`src/rtl/dual_issue_scheduler.sv`:
```
`default_nettype none
// ============================================================================
// Module      : dual_issue_scheduler
// Description : Dual-issue scheduler sitting behind the instruction fetch
//               buffer. Decodes the RV32I instruction0/instruction1 pair,
//               checks operand hazards against a per-register load
//               scoreboard, intra-pair conflicts and execute back-pressure,
//               then registers 0, 1 or 2 instructions into the issue slots.
//
// Ports:
//   clk                 in   1   system clock
//   rst                 in   1   synchronous active-high reset
//   nothing_filled      in   1   fetch buffer empty; pair invalid
//   instruction0        in   32  oldest instruction (0 = empty)
//   instruction1        in   32  next instruction (0 = empty)
//   ex_stall            in   1   execute cannot accept new issue
//   freeze1             out  1   ins0 operand hazard; buffer holds
//   freeze2             out  1   execute back-pressure; buffer holds
//   dependency_on_ins2  out  1   ins0 issues alone; buffer slides by 1
//   issue0_valid        out  1   slot-0 valid
//   issue0_instr        out  32  slot-0 instruction
//   issue1_valid        out  1   slot-1 valid
//   issue1_instr        out  32  slot-1 instruction
//   issue_count         out  32  running count of issued instructions
//
// Revision    : 1.0 - initial release
// ============================================================================
module dual_issue_scheduler #(
    parameter int LOAD_LATENCY = 3
) (
    input  logic        clk,
    input  logic        rst,
    input  logic        nothing_filled,
    input  logic [31:0] instruction0,
    input  logic [31:0] instruction1,
    input  logic        ex_stall,
    output logic        freeze1,
    output logic        freeze2,
    output logic        dependency_on_ins2,
    output logic        issue0_valid,
    output logic [31:0] issue0_instr,
    output logic        issue1_valid,
    output logic [31:0] issue1_instr,
    output logic [31:0] issue_count
);

    // ------------------------------------------------------------------
    // Constants
    // ------------------------------------------------------------------
    localparam int              c_CNT_W    = $clog2(LOAD_LATENCY + 1);
    localparam logic [c_CNT_W-1:0] c_LOAD_SET = c_CNT_W'(LOAD_LATENCY - 1);
    localparam logic [c_CNT_W-1:0] c_CNT_ONE  = c_CNT_W'(1);

    localparam logic [6:0] c_OP_REG    = 7'b0110011;
    localparam logic [6:0] c_OP_STORE  = 7'b0100011;
    localparam logic [6:0] c_OP_BRANCH = 7'b1100011;
    localparam logic [6:0] c_OP_IMM    = 7'b0010011;
    localparam logic [6:0] c_OP_LOAD   = 7'b0000011;
    localparam logic [6:0] c_OP_JALR   = 7'b1100111;
    localparam logic [6:0] c_OP_JAL    = 7'b1101111;

    // ------------------------------------------------------------------
    // Decode helpers
    // ------------------------------------------------------------------
    function automatic logic f_uses_rs1(input logic [6:0] op);
        return (op == c_OP_REG)  || (op == c_OP_STORE) || (op == c_OP_BRANCH) ||
               (op == c_OP_IMM)  || (op == c_OP_LOAD)  || (op == c_OP_JALR);
    endfunction

    function automatic logic f_uses_rs2(input logic [6:0] op);
        return (op == c_OP_REG) || (op == c_OP_STORE) || (op == c_OP_BRANCH);
    endfunction

    // A write to x0 is architecturally discarded, so it never counts.
    function automatic logic f_writes_rd(input logic [6:0] op, input logic [4:0] rd);
        return (op != c_OP_STORE) && (op != c_OP_BRANCH) && (rd != 5'd0);
    endfunction

    function automatic logic f_is_mem(input logic [6:0] op);
        return (op == c_OP_LOAD) || (op == c_OP_STORE);
    endfunction

    function automatic logic f_is_ctrl(input logic [6:0] op);
        return (op == c_OP_BRANCH) || (op == c_OP_JAL) || (op == c_OP_JALR);
    endfunction

    // ------------------------------------------------------------------
    // State
    // ------------------------------------------------------------------
    logic [c_CNT_W-1:0] r_sb [1:31];
    logic               r_issue0_valid;
    logic [31:0]        r_issue0_instr;
    logic               r_issue1_valid;
    logic [31:0]        r_issue1_instr;
    logic [31:0]        r_issue_count;

    // ------------------------------------------------------------------
    // Field extraction
    // ------------------------------------------------------------------
    logic [6:0] w_op0, w_op1;
    logic [4:0] w_rd0, w_rd1, w_rs1_0, w_rs1_1, w_rs2_0, w_rs2_1;

    assign w_op0   = instruction0[6:0];
    assign w_rd0   = instruction0[11:7];
    assign w_rs1_0 = instruction0[19:15];
    assign w_rs2_0 = instruction0[24:20];
    assign w_op1   = instruction1[6:0];
    assign w_rd1   = instruction1[11:7];
    assign w_rs1_1 = instruction1[19:15];
    assign w_rs2_1 = instruction1[24:20];

    // Busy vector; bit 0 stays clear so a source of x0 never hazards.
    logic [31:0] w_busy;
    always_comb begin
        w_busy = '0;
        for (int i = 1; i < 32; i++) begin
            w_busy[i] = (r_sb[i] != '0);
        end
    end

    // ------------------------------------------------------------------
    // Hazard and conflict detection
    // ------------------------------------------------------------------
    logic w_v0, w_v1;
    logic w_use1_0, w_use2_0, w_use1_1, w_use2_1;
    logic w_wr0, w_wr1;
    logic w_haz0, w_haz1;
    logic w_raw, w_waw, w_mem_pair, w_ctrl0;
    logic w_single;

    assign w_v0 = !nothing_filled && (instruction0 != 32'd0);
    assign w_v1 = w_v0 && (instruction1 != 32'd0);

    assign w_use1_0 = f_uses_rs1(w_op0);
    assign w_use2_0 = f_uses_rs2(w_op0);
    assign w_use1_1 = f_uses_rs1(w_op1);
    assign w_use2_1 = f_uses_rs2(w_op1);
    assign w_wr0    = f_writes_rd(w_op0, w_rd0);
    assign w_wr1    = f_writes_rd(w_op1, w_rd1);

    assign w_haz0 = (w_use1_0 && w_busy[w_rs1_0]) || (w_use2_0 && w_busy[w_rs2_0]);
    assign w_haz1 = (w_use1_1 && w_busy[w_rs1_1]) || (w_use2_1 && w_busy[w_rs2_1]);

    // ins1 cannot see ins0's result in the same issue group.
    assign w_raw = w_wr0 && ((w_use1_1 && (w_rs1_1 == w_rd0)) ||
                             (w_use2_1 && (w_rs2_1 == w_rd0)));
    assign w_waw      = w_wr0 && w_wr1 && (w_rd0 == w_rd1);
    // Single memory port in execute.
    assign w_mem_pair = f_is_mem(w_op0) && f_is_mem(w_op1);
    // Nothing younger than a control transfer issues alongside it.
    assign w_ctrl0    = f_is_ctrl(w_op0);

    assign w_single = !w_v1 || w_raw || w_waw || w_mem_pair || w_ctrl0 || w_haz1;

    // ------------------------------------------------------------------
    // Issue decision (priority ordered, outputs mutually exclusive)
    // ------------------------------------------------------------------
    logic w_iss0, w_iss1;

    always_comb begin
        freeze1            = 1'b0;
        freeze2            = 1'b0;
        dependency_on_ins2 = 1'b0;
        w_iss0             = 1'b0;
        w_iss1             = 1'b0;
        if (!w_v0) begin
            // empty pair: nothing to do
        end else if (ex_stall) begin
            freeze2 = 1'b1;
        end else if (w_haz0) begin
            freeze1 = 1'b1;
        end else if (w_single) begin
            dependency_on_ins2 = 1'b1;
            w_iss0             = 1'b1;
        end else begin
            w_iss0 = 1'b1;
            w_iss1 = 1'b1;
        end
    end

    logic w_ld0_set, w_ld1_set;
    assign w_ld0_set = w_iss0 && (w_op0 == c_OP_LOAD) && (w_rd0 != 5'd0);
    assign w_ld1_set = w_iss1 && (w_op1 == c_OP_LOAD) && (w_rd1 != 5'd0);

    // ------------------------------------------------------------------
    // Scoreboard: counters age every cycle (stall or not); a new load
    // overrides the same-cycle decrement.
    // ------------------------------------------------------------------
    always_ff @(posedge clk) begin
        if (rst) begin
            for (int i = 1; i < 32; i++) begin
                r_sb[i] <= '0;
            end
        end else begin
            for (int i = 1; i < 32; i++) begin
                if (w_ld0_set && (w_rd0 == 5'(i))) begin
                    r_sb[i] <= c_LOAD_SET;
                end else if (w_ld1_set && (w_rd1 == 5'(i))) begin
                    r_sb[i] <= c_LOAD_SET;
                end else if (r_sb[i] != '0) begin
                    r_sb[i] <= r_sb[i] - c_CNT_ONE;
                end
            end
        end
    end

    // ------------------------------------------------------------------
    // Issue slot registers
    // ------------------------------------------------------------------
    always_ff @(posedge clk) begin
        if (rst) begin
            r_issue0_valid <= 1'b0;
            r_issue0_instr <= '0;
            r_issue1_valid <= 1'b0;
            r_issue1_instr <= '0;
            r_issue_count  <= '0;
        end else if (!ex_stall) begin
            r_issue0_valid <= w_iss0;
            r_issue0_instr <= w_iss0 ? instruction0 : 32'd0;
            r_issue1_valid <= w_iss1;
            r_issue1_instr <= w_iss1 ? instruction1 : 32'd0;
            r_issue_count  <= r_issue_count + {31'd0, w_iss0} + {31'd0, w_iss1};
        end
    end

    assign issue0_valid = r_issue0_valid;
    assign issue0_instr = r_issue0_instr;
    assign issue1_valid = r_issue1_valid;
    assign issue1_instr = r_issue1_instr;
    assign issue_count  = r_issue_count;

endmodule
`default_nettype wire

```
`config.mk`:
```
export PLATFORM = sky130hd
export DESIGN_NAME = dual_issue_scheduler
export DESIGN_NICKNAME = d
export VERILOG_FILES = /design/src/rtl/dual_issue_scheduler.sv
export SDC_FILE = /design/constraint.sdc
export NUM_CORES = 1
export LEC_CHECK = 0
export BUFFER_PORTS_ARGS = -buffer_cell sky130_fd_sc_hd__clkbuf_2
export CAP_MARGIN = 15
export CORE_MARGIN = 2
export CORE_UTILIZATION = 55
export CTS_CLUSTER_DIAMETER = 120
export DETAILED_ROUTE_END_ITERATION = 10
export PLACE_DENSITY = 0.78
export SETUP_SLACK_MARGIN = 0.4
export SYNTH_ARGS = -nofsm -noshare
export SYNTH_HDL_FRONTEND = slang
export SYNTH_SLANG_ARGS = --single-unit
```
`constraint.sdc`:
```
create_clock -name clk -period 6.89 [get_ports clk]
set_clock_uncertainty 0.15 [all_clocks]
set_input_delay 0.689 -clock clk [delete_from_list [all_inputs] [get_ports clk]]
set_output_delay 0.689 -clock clk [all_outputs]
set_load 0.02 [all_outputs]
```
-- Word-level counts from Yosys, hierarchy flattened
Memory sizes are Yosys's and may differ from the RTL's.
Cells that the tools add are included.
- register bits: 98
- memory bits (writable): 62
- input port bits: 68
- output and inout port bits: 101
- logic and storage cells: 852
- memories kept: 1
- memories (memory ; words ; width ; rd ports ; clocked after memory_dff ; write ports ; RTL line ; source):
    r_sb ; 31 ; 2 ; 31 ; 0 ; 31 ; 90 ; logic [c_CNT_W-1:0] r_sb [1:31];
- $add $sub $neg: 33
- $lt $le $gt $ge: 4
- equal/unequal tests: 82
- multiplexer cells: 493
- bitwise operators: 93
- reduce and logical (&&, ||, !) cells: 141
- operator list (kind ; number):
    2-to-1 mux 1 bit ; 394
    2-to-1 mux 2 bit ; 93
    == test 5 bit, second input constant ; 32
    OR 1 bit ; 93
    logical AND 1 bit ; 82
    == test 5 x 4 -> 1 bit, second input constant ; 16
    adder 32 x 1 -> 32 bit ; 2
    2-to-1 mux 32 bit ; 2
    nonzero test 32 bit ; 2
    nonzero test 2 bit ; 31
    subtractor 2 x 1 -> 2 bit, second input constant ; 31
    == test 5 x 3 -> 1 bit, second input constant ; 8
    == test 7 bit, second input constant ; 5
    == test 7 x 6 -> 1 bit, second input constant ; 4
    < comparator 5 x 6 -> 1 bit, second input constant ; 4
    logical OR 1 bit ; 22
    binary-select mux 1 bit (select 5 bit) ; 4
    == test 5 x 2 -> 1 bit, second input constant ; 4
    == test 5 bit ; 3
    == test 7 x 2 -> 1 bit, second input constant ; 2
    == test 7 x 5 -> 1 bit, second input constant ; 2
    != test 7 x 6 -> 1 bit, second input constant ; 2
    != test 7 bit, second input constant ; 2
    == test 5 x 1 -> 1 bit, second input constant ; 2
    2 further kinds ; 4

-- Longest topological paths before layout
Gate-level depths: netlist of the first run.
- word-level depth: 27
- depth in mapped cells: 19
- depth with buffers taken out: 18

-- Least setup slack after synthesis of the first run
Ideal clock, no wire load.
- kind: in2reg
- start point: input instruction0[8]
- end point: register r_issue_count[31], in the netlist issue_count[31]
- library setup time: 0.070 ns
- data arrival time: 4.513 ns
- data required time: 6.670 ns
- slack: 2.156 ns
- stages: 16
- path buffers: 3
- cell sequence: buf_4 -> or2_1 -> buf_2 -> or4_4 -> nor4_4 -> or3_2 -> nor3_4 -> clkbuf_1 -> nand3_1 -> fa_1 -> and4bb_2 -> nand4_1 -> nor4_2 -> nand3_1 -> or3_1 -> a21oi_1
- cells in the longest elaborated chain, start to end: 14
- elaborated cells on any way between the ends: 27
- those cells by class: add/sub: 2; eq/ne: 3; mux: 5; reduce/logical: 17
- ends and longest elaborated chain (item ; RTL line ; source):
    from (decl) ; 34 ; input logic [31:0] instruction0,
    parallel branches: the longest is 13 deep, another holds adder 32 x 1 -> 32 bit ; -- ;
    adder 32 x 1 -> 32 bit * ; 222 ; r_issue_count <= r_issue_count + {31'd0, w_iss0} + {31'd0, w_iss1};
    to (signal assigned) ; 222 ;
    to (decl) ; 95 ; logic [31:0] r_issue_count;
Mark *: on every way between the ends.
A chain may end at the register's enable or synchronous reset.

==> out/results.ini, run 1 <==
[run_status]
status=finished, final reports clean

[setup_path]
endpoint_kind=flop
worstPathMaxFanout=7
critPathKind=flop to flop
cp_data_arrival_time_ps=5130
required_ps=7100
worst_setup_path_start_kind=flop

[yosys]
synth.largest_area_cell=dfxtp_1
syn-num-nets=1176
synth-xor-area-share_pct=3.60
synth_compound_area_share_pct=18.7
yosys-top-cells-area=dfxtp_1 (20%), edfxtp_1 (19%), mux4_2 (5.7%)
synth_seq_cells=160
synth-simple-area-share_pct=20.9
yosysWarnings=0
synthAdderAreaFrac_pct=4.22
synth_top_area_share_pct=19.7
synth.distinct_cells=77
syn_area_mm2=0.00996
ys_seq_area_share_pct=38.4
syn_inst=1075
synth_top_family_by_area=simple AND/OR/NAND/NOR gates
synthFlopType=dfxtp_1
synthMuxAreaShare_pct=7.49
syn_avg_cell_area_um2=9.27
synth_edf_count=62
synthArstFlopShare_pct=0

[clock_network]
cts-root-buf=clkbuf_16
cts-htree-levels=4
clk_path_buf_depth=2
clk_latency_ps=430
clkTransAtPathRegs_ps=70
cts_buffers=17
post_cts_resized=0
cts_setup_buffers=0
ctsHoldBuffers=0
cts.sinks=160
tritoncts=done

[pwr]
seq_power_share_pct=35.4
swShare_pct=34.5
p_leak_nw=4.51
power.internal_w=0.00242
power.switching_w=0.00128
clkPwrFrac_pct=26.5
pwr_density_cell_mw_per_mm2=324
peakVddDrop_v=0.000208
power_frac_comb_pct=38.2

[floorplan]
die-height_um=139
dieArea_mm2=0.0192
rows=49
start_util_pct=55.8
die_x_um=139
core_area_mm2=0.0178
io_pins=169

[sta]
drv_slew=0
hold_viol=0
rsz0062_at_grt=false
finalCriticalPeriod_ps=4920
setup_viol=0
period_share_pct=71.4
slew_headroom_pct=22.3
tightest_slew_ps=1160
whs_ps=323
clock.fmax_ghz=0.203
tns_ps=0

[drt]
vias=9176
drc_errors=0
viasPerCell=6.43
drt_iter0_markers=1069
routed_wire_length_per_instance_um=20.1
postRouteAntennaNets=0
drt-total-wl_mm=28.7
firstDrtPassIters=6

[cells_and_area]
drive_above_1_share_pct=22.0
nets=1287
stdcell_area_mm2=0.0114
fillers=1432
area_growth_syn_to_layout_pct=14.5
antenna_cells=0

[placement]
port_buffers=168
dpl.hpwl_mm=20.6
placed_cell_area_mm2=0.0108
gp_congestion=0.942

[grt]
antenna_found_initial=0
grt_max_degree=91
grt_overflow_total=0
grt_usage_pct=29.4
grt_pass1_wl_mm=45.4
grt_pass1_vias=8673

[worst_hold_path]
hp-class=flop to flop

[run]
max-cap-violations=0

kinds of logic (layout without fill, tap and decap cells):
logic type | after synthesis | count (layout)
compound gates | 249 | 249
buf+inv | 163 | 287
xor+xnor | 41 | 41
simple gates | 388 | 388
fa+ha+maj | 33 | 33
mux | 41 | 41
flops | 160 | 160
power by group through the flow:
stage	registers [W]	clock network [W]	logic (W)
4_1_cts	0.00131	0.000986	0.00138
6_report	0.00131	0.000978	0.00141
3_5_place_dp	0.00133	0	0.00136
2_1_floorplan	0.00132	0	0.00102
3_3_place_gp	0.00132	0	0.00133
5_1_grt	0.00132	0.00102	0.00154
stage by stage:
| stage | total power [W] | util, % | cells | worst slack, ps |
|---|---|---|---|---|
| after floorplan | 0.00235 | - | 1075 | 2160 |
| after global placement | 0.00265 | 60.4 | 1395 | 1870 |
| after detailed placement | 0.00269 | 60.4 | 1395 | 1760 |
| after CTS | 0.00367 | 63.9 | 1427 | 2010 |
| after global routing | 0.00388 | 64.0 | 1428 | 1540 |
| final | 0.00369 | 64.0 | 1428 | 1970 |
critical path, stage by stage, from the launching register on:
cell,delay (ps)
edfxtp_1,390
inv_1,70
ha_1,370
mux2i_1,120
a2111oi_0,450
nor3_1,90
a22o_1,220
nor2_1,460
nand3_1,230
fa_1,450
and4bb_2,360
nand4_1,230
nor4_2,500
nand3_1,240
or3_1,390
a21oi_1,130
worst paths after layout:
check / slack [ps] / to / cells past startpoint / startpoint
max: 1970 / issue_count[31] / 15 / r_sb[0][6]
min: 320 / issue0_valid / 2 / issue0_valid
max reg2reg: 1970 / issue_count[31] / 15 / r_sb[0][6]
min reg2reg: 320 / issue0_valid / 2 / issue0_valid
cell type report:
cell class,instances,area (um2),area share (%)
tap,229,287,2.51
clock inverter,12,136,1.20
multi-input combinational,752,5480,48.0
sequential,160,3820,33.5
inverter,79,297,2.60
timing repair buffer,176,911,7.98
clock buffer,20,478,4.19
per-layer routing:
metal | up-vias | wire length [um] | track usage [%]
li1 | 4245 | - | -
met1 | 4345 | 11400 | 37.7
met2 | 501 | 13500 | 49.0
met3 | 85 | 2860 | 6.25
met4 | 0 | 970 | 11.7
met5 | - | 0 | 0
cell usage after synthesis, types with 10 or more instances:
master     number
o21ai_0        20
nor4b_1        10
nand4_1        14
ha_1           32
xor2_1         25
nand2_1        57
xnor2_1        16
a22oi_1        35
nor4_1         34
o32ai_1        20
o31ai_1        21
edfxtp_1       62
mux4_2         25
nand2b_1       20
clkbuf_1       57
a22o_1         32
nand3_1        20
a2111oi_0      10
buf_2          19
nor3b_1        19
inv_1          78
or3_1          14
o31a_1         16
a21oi_1        40
mux2i_1        10
dfxtp_1        98
nor2_1        129
nor3_1         18
layout by cell type (no fill, tap or decap), types with 21 or more instances in the layout:
master,n
nor4_1,34
nor2_1,129
inv_1,78
a21oi_1,40
a22o_1,32
dfxtp_1,98
mux4_2,25
ha_1,32
clkbuf_2,167
o31ai_1,21
a22oi_1,35
xor2_1,25
nand2_1,57
edfxtp_1,62
registers in the layout, summed over array words and instances, names as in the netlist:
signal,cells
issue0_instr,32
issue0_valid,1
issue1_instr,32
issue1_valid,1
issue_count,32
r_sb,62
Power figures use the tool's default switching activity.
==> inputs of run 2 (changes only) <==
--- a/config.mk
+++ b/config.mk
@@ -8,7 +8,7 @@
 export BUFFER_PORTS_ARGS = -buffer_cell sky130_fd_sc_hd__clkbuf_2
 export CAP_MARGIN = 15
 export CORE_MARGIN = 2
-export CORE_UTILIZATION = 55
+export CORE_UTILIZATION = 52
 export CTS_CLUSTER_DIAMETER = 120
 export DETAILED_ROUTE_END_ITERATION = 10
 export PLACE_DENSITY = 0.78
==> constraint.sdc (replaced) <==
create_clock -name clk -period 4 [get_ports clk]
set_clock_uncertainty 0.15 [all_clocks]
set_input_delay 0.4 -clock clk [delete_from_list [all_inputs] [get_ports clk]]
set_output_delay 0.4 -clock clk [all_outputs]
set_load 0.02 [all_outputs]
==> run 2 against run 1 <==
  * Utilization grew 2.6 points
  * Sequential cell count stayed put
  * Register-to-register slack worse by 1900 ps
  * Count of clock-buffer cells in the layout decreased by 2
  * Largest power group unchanged
==> out/results.ini, run 2 (synthesis gave the netlist of run 1 again) <==
[cells_and_area]
fillers=1415  ; was 1432
final_cell_mix=clkbuf_2 (167), nor2_1 (126), dfxtp_1 (98)  ; was clkbuf_2 (167), nor2_1 (129), dfxtp_1 (98)
final_common_cell=clkbuf_2  ; unchanged
drive_above_1_share_pct=32.1  ; was 22.0%
nets=1375  ; was 1287
top_register=r_sb  ; unchanged
largest_reg_flops=62  ; unchanged
antenna_cells=0  ; unchanged
area_growth_syn_to_layout_pct=25.3  ; was 14.5%
postLayoutCoreUtil_pct=66.5  ; was 64.0%

[setup_path]
critPathKind=flop to flop  ; unchanged
cp_data_arrival_time_ps=4130  ; was 5130 ps
worst_setup_path_start_kind=flop  ; unchanged
worstPathMaxFanout=5  ; was 7
endpoint_kind=flop  ; unchanged
required_ps=4230  ; was 7100 ps

[sta]
drv_slew=0  ; unchanged
tns_ps=0  ; unchanged
slew_headroom_pct=20.3  ; was 22.3%
finalCriticalPeriod_ps=3900  ; was 4920 ps
tightest_slew_ps=1200  ; was 1160 ps
rsz0062_at_grt=true  ; was false
hold_viol=0  ; unchanged
clock.fmax_ghz=0.257  ; was 0.203 GHz
setup_slack_ps=102  ; was 1970 ps
setup_viol=0  ; unchanged
whs_ps=43.6  ; was 323 ps
period_share_pct=97.5  ; was 71.4%

[run_status]
status=finished, final reports clean  ; unchanged

[floorplan]
start_util_pct=53.1  ; was 55.8%
die-height_um=142  ; was 139 um
io_pins=169  ; unchanged
rows=50  ; was 49
dieArea_mm2=0.0203  ; was 0.0192 mm2
core_area_mm2=0.0188  ; was 0.0178 mm2
die_x_um=142  ; was 139 um

[placement]
place_ws_ps=-196  ; was 1760 ps
dpl.hpwl_mm=22.7  ; was 20.6 mm
port_buffers=168  ; unchanged
gp_congestion=0.956  ; was 0.942

[drt]
drt-total-wl_mm=32.3  ; was 28.7 mm
viasPerCell=6.34  ; was 6.43
drc_errors=0  ; unchanged
postRouteAntennaNets=0  ; unchanged
firstDrtPassIters=6  ; unchanged
routed_wire_length_per_instance_um=21.2  ; was 20.1 um
drt_iter0_markers=1052  ; was 1069
vias=9648  ; was 9176

[pwr]
peakVddDrop_v=0.000345  ; was 0.000208 V
p_leak_nw=4.98  ; was 4.51 nW
p_total_w=0.00705  ; was 0.00369 W
pwr_density_cell_mw_per_mm2=565  ; was 324 mW/mm2

[clock_network]
cts-htree-levels=4  ; unchanged
cts_buffers=17  ; unchanged
cts-root-buf=clkbuf_16  ; unchanged
tritoncts=done  ; unchanged
clk_latency_ps=440  ; was 430 ps
cts.sinks=160  ; unchanged
clk_path_buf_depth=2  ; unchanged
ctsHoldBuffers=0  ; unchanged
clkTransAtPathRegs_ps=80  ; was 70 ps

[run]
max-cap-violations=0  ; unchanged

[grt]
antenna_found_initial=0  ; unchanged
grt_usage_pct=30.7  ; was 29.4%
grt_pass1_vias=8873  ; was 8673
grt_max_degree=119  ; was 91
grt_overflow_total=0  ; unchanged
grt_pass1_wl_mm=48.2  ; was 45.4 mm

[worst_hold_path]
hp-class=primary input to flop  ; was flop to flop

-- run 2: cell count changes in the layout (fill, tap and decap cells not counted), sizes merged --
cell / delta
inv: +3
clkbuf: -2
bufinv: -1
buf: +88
-- run 2: worst max-delay path, cell delays in order (launching register included) --
cell,delay [ps]
edfxtp_1,380
inv_1,80
ha_2,220
buf_4,150
mux4_2,260
nand3b_1,110
o21ai_2,90
o22ai_2,130
nor3_4,280
nand3_2,140
fa_2,390
inv_2,90
ha_4,120
and4b_1,190
nand4_1,200
buf_4,220
nor2_4,110
nand2_2,80
or3_1,340
a21oi_1,110
-- run 2: cell type report --
class	count	area [um2]	share of cell area, %
sequential	160	3820	30.6
inverter	79	297	2.38
clock inverter	14	141	1.13
tap	234	293	2.35
clock buffer	18	439	3.52
multi-input combinational	752	5890	47.2
timing repair buffer	264	1600	12.8
-- run 2: routing by layer --
metal  GRT usage (%)  part of all wire (%)
met5               0                     0
met4            13.3                   3.7
met3            5.65                   9.2
met2            49.5                    47
met1            40.8                    40
-- run 2: metrics by stage --
stage / cell area (um2) / instances
global route: 12500 / 1521
finish: 12500 / 1521
floorplan: 10100 / 1075
detailed placement: 11400 / 1474
CTS: 12300 / 1515
global placement: 11400 / 1474
-- run 2: worst paths after layout --
kind	from	to	slack, ps	cells past startpoint
min	instruction1[30]	issue1_instr[30]	40	2
max reg2reg	r_sb[0][16]	issue_count[20]	100	19
max	r_sb[0][16]	issue_count[20]	100	19
min reg2reg	issue1_instr[28]	issue1_instr[28]	330	1
-- run 2: what timing repair did --
action                     in CTS  in global routing
setup endpoints to repair      27                 37
buffers inserted                9                  6
gates resized for setup        48                 25
pin swaps                      16                 18
cloned                          0                  0
-- run 2: power by group --
group	leakage, nW	internal (W)	switching [W]
clock	0.285	0.000847	0.000779
combinational	3.22	0.00157	0.00160
sequential	1.47	0.00213	0.000129
==> inputs of run 3 (changes only) <==
--- a/config.mk
+++ b/config.mk
@@ -11,7 +11,9 @@
 export CORE_UTILIZATION = 52
 export CTS_CLUSTER_DIAMETER = 120
 export DETAILED_ROUTE_END_ITERATION = 10
+export HOLD_SLACK_MARGIN = 0.06
 export PLACE_DENSITY = 0.78
+export REMOVE_ABC_BUFFERS = 1
 export SETUP_SLACK_MARGIN = 0.4
 export SYNTH_ARGS = -nofsm -noshare
 export SYNTH_HDL_FRONTEND = slang
==> run 3 against run 2 <==
  * Sequential cell count stayed put
  * Utilization rose by 4.3 points
  * Combinational power grew 19%
  * Register-to-register slack got worse by 80 ps
  * Non-clock buffer count grew 81
  * Count of clock-buffer cells in the layout shrank 1
  * Fmax is 1.9% lower
  * Setup slack lost 77 ps
  * Worst hold slack better by 29 ps
  * Critical endpoint is now issue_count[26]
  * Largest cell class unchanged
  * Largest power group unchanged
  * Highest routed layer unchanged
==> out/results.ini, run 3 (synthesis gave the netlist of run 1 again) <==
[setup_path]
cp_top_family=simple AND/OR/NAND/NOR gates  ; unchanged
path_cells=inv_2 -> ha_4 -> buf_4 -> mux4_2 -> nand2b_4 -> a41oi_2 -> o311a_4 -> nor3_4 -> nand3_2 -> fa_2 -> inv_2 -> ha_4 -> and4b_1 -> nand4_1 -> nor4b_2 -> buf_4 -> buf_6 -> nand3_2 -> xor2_1 -> nor2_1  ; was inv_1 -> ha_2 -> buf_4 -> mux4_2 -> nand3b_1 -> o21ai_2 -> o22ai_2 -> nor3_4 -> nand3_2 -> fa_2 -> inv_2 -> ha_4 -> and4b_1 -> nand4_1 -> buf_4 -> nor2_4 -> nand2_2 -> or3_1 -> a21oi_1
required_ps=4180  ; was 4230 ps
worstPathMaxFanout=4  ; was 5
reg2reg_depth=20  ; was 19
cp_data_arrival_time_ps=4160  ; was 4130 ps
crit_buf_inv=5  ; was 4
cpPeakStageDelay_ps=420  ; was 390 ps
endpoint_kind=flop  ; unchanged
critPathKind=flop to flop  ; unchanged
crit_cells=20  ; was 19
worst_setup_path_start_kind=flop  ; unchanged
crit_slowest_cell=edfxtp_1  ; was fa_2

[drt]
viasPerCell=6.34  ; about the same
vias=10150  ; was 9648
postRouteAntennaNets=0  ; unchanged
drt-total-wl_mm=33.5  ; was 32.3 mm
routed_wire_length_per_instance_um=20.9  ; was 21.2 um
drt_iter0_markers=1284  ; was 1052
firstDrtPassIters=6  ; unchanged
drc_errors=0  ; unchanged

[pwr]
peakVddDrop_v=0.000411  ; was 0.000345 V
pwr_density_cell_mw_per_mm2=587  ; was 565 mW/mm2
p_leak_nw=5.37  ; was 4.98 nW
p_total_w=0.00780  ; was 0.00705 W

[grt]
antenna_found_initial=0  ; unchanged
grt_usage_pct=31.4  ; was 30.7%
grt_pass1_wl_mm=49.7  ; was 48.2 mm
grt_pass1_vias=9479  ; was 8873
grt_max_degree=111  ; was 119
grt_overflow_total=0  ; unchanged

[floorplan]
dieArea_mm2=0.0203  ; unchanged
core_area_mm2=0.0188  ; unchanged
rows=50  ; unchanged
start_util_pct=53.1  ; unchanged
io_pins=169  ; unchanged
die-height_um=142  ; unchanged
die_x_um=142  ; unchanged

[cells_and_area]
top_register=r_sb  ; unchanged
area_growth_syn_to_layout_pct=33.3  ; was 25.3%
final_common_cell=clkbuf_2  ; unchanged
final_cell_mix=clkbuf_2 (167), buf_4 (151), nor2_1 (126)  ; was clkbuf_2 (167), nor2_1 (126), dfxtp_1 (98)
drive_above_1_share_pct=36.8  ; was 32.1%
largest_reg_flops=62  ; unchanged
stdcell_count=1602  ; was 1521
antenna_cells=0  ; unchanged
nets=1456  ; was 1375

[clock_network]
clk_path_buf_depth=2  ; unchanged
cts_buffers=17  ; unchanged
cts.sinks=160  ; unchanged
tritoncts=done  ; unchanged
clkTransAtPathRegs_ps=80  ; about the same
cts-htree-levels=4  ; unchanged
cts-root-buf=clkbuf_16  ; unchanged
clk_latency_ps=450  ; was 440 ps

[sta]
setup_viol=0  ; unchanged
finalCriticalPeriod_ps=3970  ; was 3900 ps
drv_slew=0  ; unchanged
tightest_slew_ps=1110  ; was 1200 ps
rsz0062_at_grt=true  ; unchanged
period_share_pct=99.4  ; was 97.5%
clock.fmax_ghz=0.252  ; was 0.257 GHz
slew_headroom_pct=25.7  ; was 20.3%
hold_viol=0  ; unchanged

[worst_hold_path]
hold_depth=3  ; was 2
hp-class=primary input to flop  ; unchanged

[placement]
port_buffers=168  ; unchanged
gp_congestion=0.982  ; was 0.956
dpl.cell_count=1526  ; was 1474
dpl.hpwl_mm=23.0  ; was 22.7 mm

[run]
max-cap-violations=0  ; unchanged

[run_status]
status=finished, final reports clean  ; unchanged

==> run 3: per-stage QoR <==
step	setup slack [ps]	util, %	hold WS, ps	setup TNS [ps]	instance area, um2
floorplan	-934	-	319	-12690	9600
global placement	-154	62.6	300	-464	11800
detailed placement	-186	62.6	313	-840	11800
CTS	173	68.4	64.1	0	12800
global route	-158	70.8	73.5	-718	13300
finish	25.2	70.8	72.3	0	13300
==> run 3: path summary, 6_finish.rpt <==
kind                          from               end  slack (ps)
setup / recovery       r_sb[0][30]   issue_count[26]          30
hold / removal    instruction0[31]  issue0_instr[31]          70
setup reg to reg       r_sb[0][30]   issue_count[26]          30
hold reg to reg   issue1_instr[12]  issue1_instr[12]         330
==> run 3: worst reg2reg max path: cells and delay by family, from the launching register on <==
family	cells	cell delay (ps)
compound gates	2	270
xor+xnor	1	160
fa+ha+maj	3	660
buf+inv	5	570
flops	1	420
mux	1	230
simple gates	8	1390
==> run 3: where the power goes <==
part / internal (W) / total (W) / switching [W]
clock network: 0.000875 / 0.00174 / 0.000860
registers: 0.00213 / 0.00228 / 0.000149
logic: 0.00202 / 0.00378 / 0.00176
total: 0.00502 / 0.00780 / 0.00277
==> run 3: what timing repair did <==
item	CTS	global route
gates resized for setup	65	68
hold buffers	12	0
hold endpoints to repair	12	0
pin swaps	24	25
endpoints found under the setup margin	25	56
setup buffers	11	21
==> run 3: per-layer routing <==
layer,wire (um),GRT usage (%)
met3,3650,8.11
met5,0,0
met2,15700,51.1
met4,1460,15.1
met1,12700,39.2
==> run 3: layout make-up <==
| type | count | area [um2] |
|---|---|---|
| clock inverter | 15 | 199 |
| multi-input combinational | 752 | 5970 |
| fill | 1284 | 5490 |
| timing repair buffer | 345 | 2280 |
| sequential | 160 | 3820 |
| clock buffer | 17 | 425 |
| tap | 234 | 293 |
| inverter | 79 | 299 |
